===== src/rtl/ps2_key_detect_if.sv =====
// Raw PS/2 pins plus the decoded key outputs, shared by the keyboard side (master)
// and the decoder (slave).
interface ps2_key_detect_if;
  logic       PS2_CLK;
  logic       PS2_DAT;
  logic       keyPress;
  logic [7:0] scanCode;
  logic       codeValid;
  logic       frameError;

  modport master (
    output PS2_CLK, PS2_DAT,
    input  keyPress, scanCode, codeValid, frameError
  );

  modport slave (
    input  PS2_CLK, PS2_DAT,
    output keyPress, scanCode, codeValid, frameError
  );
endinterface


===== src/rtl/ps2_key_detect.sv =====
// PS/2 frame receiver and make/break decoder that drives a clean keyPress level
// for one configured key, plus raw scan codes and error pulses for debug.
module ps2_key_detect #(
  parameter logic [7:0] TARGET_CODE    = 8'h29,
  parameter int         TIMEOUT_CYCLES = 50000
) (
  input  logic            clk,
  input  logic            iReset,
  ps2_key_detect_if.slave ps2
);
  typedef enum logic [1:0] {IDLE, DATA, PARITY, STOP} rxState_t;

  localparam logic [15:0] TIMEOUT_LAST = 16'(TIMEOUT_CYCLES - 1);
  localparam logic [7:0]  BREAK_CODE   = 8'hF0;
  localparam logic [7:0]  EXT_CODE     = 8'hE0;

  logic [1:0]  clkSync;
  logic [1:0]  datSync;
  logic        clkPrev;
  logic        fall;
  logic        bitIn;

  rxState_t    state;
  rxState_t    stateNext;
  logic [2:0]  bitCnt;
  logic [2:0]  bitCntNext;
  logic [7:0]  shiftReg;
  logic [7:0]  shiftNext;
  logic        parityBit;
  logic        parityNext;
  logic [15:0] timeoutCnt;
  logic [15:0] timeoutNext;
  logic        goodByte;
  logic        errNext;

  logic        brk;
  logic        brkNext;
  logic        ext;
  logic        extNext;
  logic        keyReg;
  logic        keyNext;
  logic [7:0]  scanReg;
  logic [7:0]  scanNext;
  logic        validReg;
  logic        errReg;

  // The falling-edge strobe and its data bit are registered so the receiver sees
  // one aligned, single-cycle event per keyboard clock edge.
  always_ff @(posedge clk or posedge iReset) begin
    if (iReset) begin
      clkSync <= '0;
      datSync <= '0;
      clkPrev <= 1'b0;
      fall    <= 1'b0;
      bitIn   <= 1'b0;
    end else begin
      clkSync <= {clkSync[0], ps2.PS2_CLK};
      datSync <= {datSync[0], ps2.PS2_DAT};
      clkPrev <= clkSync[1];
      fall    <= clkPrev & ~clkSync[1];
      bitIn   <= datSync[1];
    end
  end

  always_ff @(posedge clk or posedge iReset) begin
    if (iReset) begin
      state      <= IDLE;
      bitCnt     <= '0;
      shiftReg   <= '0;
      parityBit  <= 1'b0;
      timeoutCnt <= '0;
      brk        <= 1'b0;
      ext        <= 1'b0;
      keyReg     <= 1'b0;
      scanReg    <= '0;
      validReg   <= 1'b0;
      errReg     <= 1'b0;
    end else begin
      state      <= stateNext;
      bitCnt     <= bitCntNext;
      shiftReg   <= shiftNext;
      parityBit  <= parityNext;
      timeoutCnt <= timeoutNext;
      brk        <= brkNext;
      ext        <= extNext;
      keyReg     <= keyNext;
      scanReg    <= scanNext;
      validReg   <= goodByte;
      errReg     <= errNext;
    end
  end

  // A keyboard edge always wins over an expiring timeout in the same cycle.
  always_comb begin
    stateNext   = state;
    bitCntNext  = bitCnt;
    shiftNext   = shiftReg;
    parityNext  = parityBit;
    timeoutNext = timeoutCnt + 16'd1;
    goodByte    = 1'b0;
    errNext     = 1'b0;

    if (state == IDLE || fall) begin
      timeoutNext = '0;
    end

    if (fall) begin
      case (state)
        IDLE: begin
          if (!bitIn) begin
            stateNext  = DATA;
            bitCntNext = '0;
          end
        end
        DATA: begin
          shiftNext  = {bitIn, shiftReg[7:1]};
          bitCntNext = bitCnt + 3'd1;
          if (bitCnt == 3'd7) begin
            stateNext = PARITY;
          end
        end
        PARITY: begin
          parityNext = bitIn;
          stateNext  = STOP;
        end
        STOP: begin
          stateNext = IDLE;
          if (bitIn && (parityBit == ~^shiftReg)) begin
            goodByte = 1'b1;
          end else begin
            errNext = 1'b1;
          end
        end
        default: stateNext = IDLE;
      endcase
    end else if (state != IDLE && timeoutCnt == TIMEOUT_LAST) begin
      errNext    = 1'b1;
      stateNext  = IDLE;
      shiftNext  = '0;
      bitCntNext = '0;
    end
  end

  // Prefix flags only qualify the next ordinary byte; any error forgets them.
  always_comb begin
    keyNext  = keyReg;
    brkNext  = brk;
    extNext  = ext;
    scanNext = scanReg;

    if (goodByte) begin
      scanNext = shiftReg;
      if (shiftReg == BREAK_CODE) begin
        brkNext = 1'b1;
      end else if (shiftReg == EXT_CODE) begin
        extNext = 1'b1;
      end else begin
        if (shiftReg == TARGET_CODE && !ext) begin
          keyNext = ~brk;
        end
        brkNext = 1'b0;
        extNext = 1'b0;
      end
    end else if (errNext) begin
      brkNext = 1'b0;
      extNext = 1'b0;
    end
  end

  assign ps2.keyPress   = keyReg;
  assign ps2.scanCode   = scanReg;
  assign ps2.codeValid  = validReg;
  assign ps2.frameError = errReg;

endmodule


===== src/flat_wrapper.sv =====
// flat-port wrapper written by rule: the top's interface ports become plain ports
module ps2_key_detect_flat 
#(
  parameter logic [7:0] TARGET_CODE    = 8'h29,
  parameter int         TIMEOUT_CYCLES = 50000
)
  (clk, iReset, ps2_PS2_CLK, ps2_PS2_DAT, ps2_keyPress, ps2_scanCode, ps2_codeValid, ps2_frameError);
  ps2_key_detect_if ps2_i ();
  input  logic clk;
  input  logic iReset;
  input wire logic [$bits(ps2_i.PS2_CLK)-1:0] ps2_PS2_CLK;
  input wire logic [$bits(ps2_i.PS2_DAT)-1:0] ps2_PS2_DAT;
  output wire logic [$bits(ps2_i.keyPress)-1:0] ps2_keyPress;
  output wire logic [$bits(ps2_i.scanCode)-1:0] ps2_scanCode;
  output wire logic [$bits(ps2_i.codeValid)-1:0] ps2_codeValid;
  output wire logic [$bits(ps2_i.frameError)-1:0] ps2_frameError;
  assign ps2_i.PS2_CLK = ps2_PS2_CLK;
  assign ps2_i.PS2_DAT = ps2_PS2_DAT;
  assign ps2_keyPress = ps2_i.keyPress;
  assign ps2_scanCode = ps2_i.scanCode;
  assign ps2_codeValid = ps2_i.codeValid;
  assign ps2_frameError = ps2_i.frameError;
  ps2_key_detect #(.TARGET_CODE(TARGET_CODE), .TIMEOUT_CYCLES(TIMEOUT_CYCLES)) u_core (.clk(clk), .iReset(iReset), .ps2(ps2_i));
endmodule

===== config.mk =====
export PLATFORM = sky130hd
export DESIGN_NAME = ps2_key_detect_flat
export DESIGN_NICKNAME = d
export VERILOG_FILES = /design/src/rtl/ps2_key_detect_if.sv /design/src/rtl/ps2_key_detect.sv /design/src/flat_wrapper.sv
export SDC_FILE = /design/constraint.sdc
export NUM_CORES = 1
export LEC_CHECK = 0
export CORE_UTILIZATION = 61
export CTS_BUF_LIST = sky130_fd_sc_hd__clkbuf_4
export CTS_CLUSTER_SIZE = 10
export DETAILED_ROUTE_END_ITERATION = 8
export PLACE_DENSITY = 0.82
export SETUP_SLACK_MARGIN = 0.05
export SYNTH_ARGS = -nofsm -noshare
export SYNTH_HDL_FRONTEND = slang
export SYNTH_SLANG_ARGS = --single-unit
export TNS_END_PERCENT = 1

===== constraint.sdc =====
create_clock -name clk -period 2.8 [get_ports clk]
set_clock_uncertainty 0.2 [all_clocks]
set_input_delay 0.84 -clock clk [delete_from_list [all_inputs] [get_ports clk]]
set_output_delay 0.84 -clock clk [all_outputs]
set_load 0.01 [all_outputs]

Yosys cells after proc, flatten, opt, wreduce, memory -nomap -nowiden
Cells that the tools add are included.
{"block": "op_classes", "reduce_logical": 17, "eq_ne": 15, "add_sub_neg": 2, "n_bitwise": 5, "mux": 27}
{"op": "two-way mux 8 bit", "n": 3}
{"op": "adder 16 x 1 -> 16 bit (second input constant)", "n": 1}
{"op": "equality test 16 bit (second input constant)", "n": 1}
{"op": "equality test 8 bit (second input constant)", "n": 2}
{"op": "two-way mux 16 bit", "n": 1}
{"op": "two-way mux 1 bit", "n": 14}
{"op": "!= test 3 bit (second input constant)", "n": 4}
{"op": "two-way mux 3 bit", "n": 3}
{"op": "equality test 8 x 6 -> 1 bit (second input constant)", "n": 1}
{"op": "two-way mux 2 bit", "n": 4}
{"op": "one-hot mux 2 bit (4 select lines)", "n": 1}
{"op": "AND reduction 2 bit", "n": 4}
{"op": "XNOR reduction 8 bit", "n": 1}
{"op": "one-hot mux 3 bit (2 select lines)", "n": 1}
{"op": "AND reduction 3 bit", "n": 2}
{"op": "nonzero test 2 bit", "n": 3}
{"op": "equality test 2 bit (second input constant)", "n": 2}
{"op": "!= test 2 bit (second input constant)", "n": 2}
{"op": "inverter 1 bit", "n": 4}
{"op": "AND reduction 4 bit", "n": 1}
{"op": "adder 3 x 1 -> 3 bit (second input constant)", "n": 1}
{"op": "equality test 3 bit (second input constant)", "n": 1}
{"op": "logical AND 1 bit", "n": 3}
{"op": "equality test 2 x 1 -> 1 bit (second input constant)", "n": 1}
{"op": "other kinds (5)", "n": 5}
{"block": "word_totals", "out_inout_bits": 11, "wordCells": 82, "regBits": 50}

Longest topological paths before layout
{"block": "logic_depth", "word_depth": 8, "mapped_depth": 9}

Worst setup path after synthesis
Ideal clock, no wire load.
{"block": "synth_timing", "path_type": "register to register", "startpoint": "reg u_core.shiftReg[3]", "endpoint": "reg u_core.keyReg, in the netlist u_core.ps2.keyPress", "path_buffers": 1, "path_stages_with_launch": 9, "arrival_time_ns": 1.889, "period_less_slack_ns": 2.217, "setup_slack_ns": 0.583, "required_ns": 2.472, "cell_sequence": "dfrtp_1 -> inv_1 -> ha_1 -> xnor3_1 -> xnor2_1 -> or3_1 -> buf_2 -> o21ai_0 -> o31ai_1"}
{"block": "synth_between", "elab_chain_len": 7, "elab_cells_between_ends": 13, "classes_between": "4 x eq/ne; 3 x mux; 2 x bitwise; 4 x reduce/logical"}
{"item": "start, declared", "line_no": "ps2_key_detect.sv:27", "source": "logic [7:0] shiftReg;"}
{"item": "start signal, assigned", "line_no": "ps2_key_detect.sv:81", "source": "shiftReg <= shiftNext;"}
{"item": "XNOR reduction 8 bit", "line_no": "ps2_key_detect.sv:128", "source": "if (bitIn && (parityBit == ~^shiftReg)) begin"}
{"item": "equality test 1 bit", "line_no": "ps2_key_detect.sv:128"}
{"item": "logical AND 1 bit", "line_no": "ps2_key_detect.sv:128"}
{"item": "two-way mux 1 bit", "line_no": "ps2_key_detect.sv:128"}
{"item": "two-way mux 1 bit", "line_no": "ps2_key_detect.sv:108", "source": "case (state)"}
{"item": "two-way mux 1 bit", "line_no": "ps2_key_detect.sv:107", "source": "if (fall) begin"}
{"item": "AND reduction 4 bit (no source line) *"}
{"item": "end signal, assigned", "line_no": "ps2_key_detect.sv:86", "source": "keyReg <= keyNext;"}
{"item": "end, declared", "line_no": "ps2_key_detect.sv:40", "source": "logic keyReg;"}
Every way passes the cells marked *; elsewhere a longest branch is shown, timed or not.
A chain may end at the register's enable or synchronous reset.

Worst setup path after layout
Same ends and word-level chain as after synthesis.

==> impl_metrics.ini <==
[grt]
grt_start_max_net_pins = 33
grt_pass1_wl_um = 7310
grt_usage_pct = 23.5
grt_overflow = 0
grt_pass1_vias = 1608
antenna_found_initial = 0

[placed_design]
numPortBuffers = 14
place_ws_ps = 312
post-place-cells = 286
dp_hpwl_um = 2920
place.gp.congestion = 0.784

[yosys]
ys_async_sr_fraction_pct = 100
synth_fp_nets = 248
ys_top_cells_by_count = 50 x dfrtp_1, 27 x nand2_1, 19 x o21ai_0
synth_compound_area_share_pct = 10.3
synth_top_area_cell = dfrtp_1
synthFlopType = dfrtp_1
synthCells = 229
yosysTopAreaCellShare_pct = 52.8
ys_seq_area_share_pct = 52.8
yosysUniqueCellTypes = 35
yosys.area_share.simple_pct = 17.7
yosys.area_share.adder_pct = 7.92
synthMuxAreaShare_pct = 0
synth_most_common_cell = dfrtp_1
ys_warn_count = 0
ys_top_cells_by_area = dfrtp_1 53%, ha_1 7.9%, nand2_1 4.3%, o21ai_0 4.0%, nand3_1 3.4%
netlist_area_um2 = 2370
synth_top_family_by_area = simple AND/OR/NAND/NOR gates
ys_ff_latch = 50
synth-xor-area-share_pct = 6.49
postSynthAreaPerCell_um2 = 10.4
synth_edf_count = 0

[clocking]
cts_buffer_depth = 2
cts_root_buf = clkbuf_4
cts_hold_buffers = 0
cts_num_sinks = 50
cts_inserted_buffers = 5
clock_latency_ps = 370
cts_resized = 0
h-tree-depth = 2
cts_tree = built
cts.reportedPaths.clkPinSlew_ps = 130
post_cts_buffers = 0

[timing]
timing.final.ws_setup_ps = 307
rsz0062_at_grt = false
maxSlewHeadroom_pct = 63.0
finalSetupViolCount = 0
fin_crit_ps = 2490
finalHoldViolCount = 0
slew_violations = 0
fmax_mhz = 401
fin_crit_sh_pct = 89.0
worst_pin_slew_ps = 555
fin_tns_setup_ps = 0

[floorplan]
die_x_um = 64.3
initial_core_util_pct = 64.3
fp.coreArea_um2 = 3690
io_pins = 15
die_area_um2 = 4140
die_h_um = 64.3
rows = 22

[critical_path]
path_class = register to register
crit_arrival_ps = 2540
critPathMaxFanout = 20
reg2reg_depth = 7
critPathLaunch = u_core.shiftReg[3]
cp.required_ps = 2850
startpoint_type = register
rrSetupSlack_ps = 310
rr_startpoint = u_core.shiftReg[3]
setup.worst_path.end_class = register

[drt]
drc_errors = 0
drtIter0Drc = 131
viasPerCell = 5.41
routedWlPerCell_um = 13.6
via_count = 1591
wl_um = 4000
first_pass_iters = 5
ant_nets = 0

[min_path]
holdCritStartpoint = u_core.datSync[0]
hold_path_class = register to register
hold_depth = 0

[job]
cap_violations = 0

[pwr]
power_mw = 1.47
vdd_drop_max_uv = 360
power_density_nw_per_um2 = 564
leakage_nw = 1.15

[final_layout]
final_util_pct = 70.8
num_antenna_cells = 0
instances_no_fill = 294
syn2layout_area_growth_pct = 10.2
final_nets = 264
drive_gt1_share_pct = 5.69

[status]
outcome = completed
layer usage:
layer | up-vias | wire length, um | track usage, %
met5 | - | 0 | 0
met4 | 0 | 56 | 8.33
met3 | 7 | 113 | 6.43
met2 | 20 | 1850 | 35.3
met1 | 758 | 1970 | 32.8
li1 | 806 | - | -
power by group:
part	switching (mW)	internal (mW)	leakage, nW
registers	0.0491	0.776	0.679
logic	0.195	0.132	0.435
clock network	0.216	0.104	0.0331
total	0.460	1.01	1.15
sequential cells by signal, summed over array words and instances, names as in the netlist, 2 cells and up:
name,flops
u_core.shiftReg,8
u_core.ps2.scanCode,8
u_core.timeoutCnt,16
u_core.bitCnt,3
u_core.datSync,2
u_core.state,2
u_core.clkSync,2
cell usage in the layout, fill, tap and decap left out, types with 5 or more instances in the layout:
master / count
inv_1: 16
ha_1: 15
nand2_1: 27
xnor2_1: 9
xor2_1: 6
nor2_1: 18
and3_1: 5
clkdlybuf4s50_1: 14
clkbuf_4: 6
dfrtp_1: 50
o21ai_0: 19
nand3_1: 16
worst paths after layout:
path,endpoint
min,u_core.datSync[1]
max in group asynchronous,u_core.ps2.scanCode[3]
max reg2reg,u_core.ps2.keyPress
max,u_core.ps2.keyPress
min in group asynchronous,u_core.timeoutCnt[5]
min reg2reg,u_core.datSync[1]
worst max-delay path, stage by stage (launching register included):
cell and delay, ps:
dfrtp_1 390, inv_1 70, ha_1 270, xnor3_1 380, xnor2_1 140, or3_1 560
o21ai_0 240, o31ai_1 100
metrics by stage:
stage / hold WS, ps / instance area (um^2)
finish: 165 / 2610
global route: 182 / 2610
CTS: 167 / 2610
detailed placement: 138 / 2560
global placement: 134 / 2560
floorplan: 131 / 2370
cells by family after synthesis:
logic type | count (synthesis)
AND/OR/NAND/NOR | 85
AO/OA/AOI/OAI | 37
flip-flops | 50
buffers and inverters | 26
adder cells (fa/ha/maj) | 15
XOR/XNOR | 16
final cells by class:
class / instances / area [um^2]
tap: 48 / 60.1
clock inverter: 2 / 8.76
clock buffer: 6 / 45.0
sequential: 50 / 1250
fill: 301 / 1080
inverter: 18 / 67.6
multi-input combinational: 153 / 1000
timing repair buffer: 17 / 175
No activity file was read; power rests on OpenSTA's default activity.
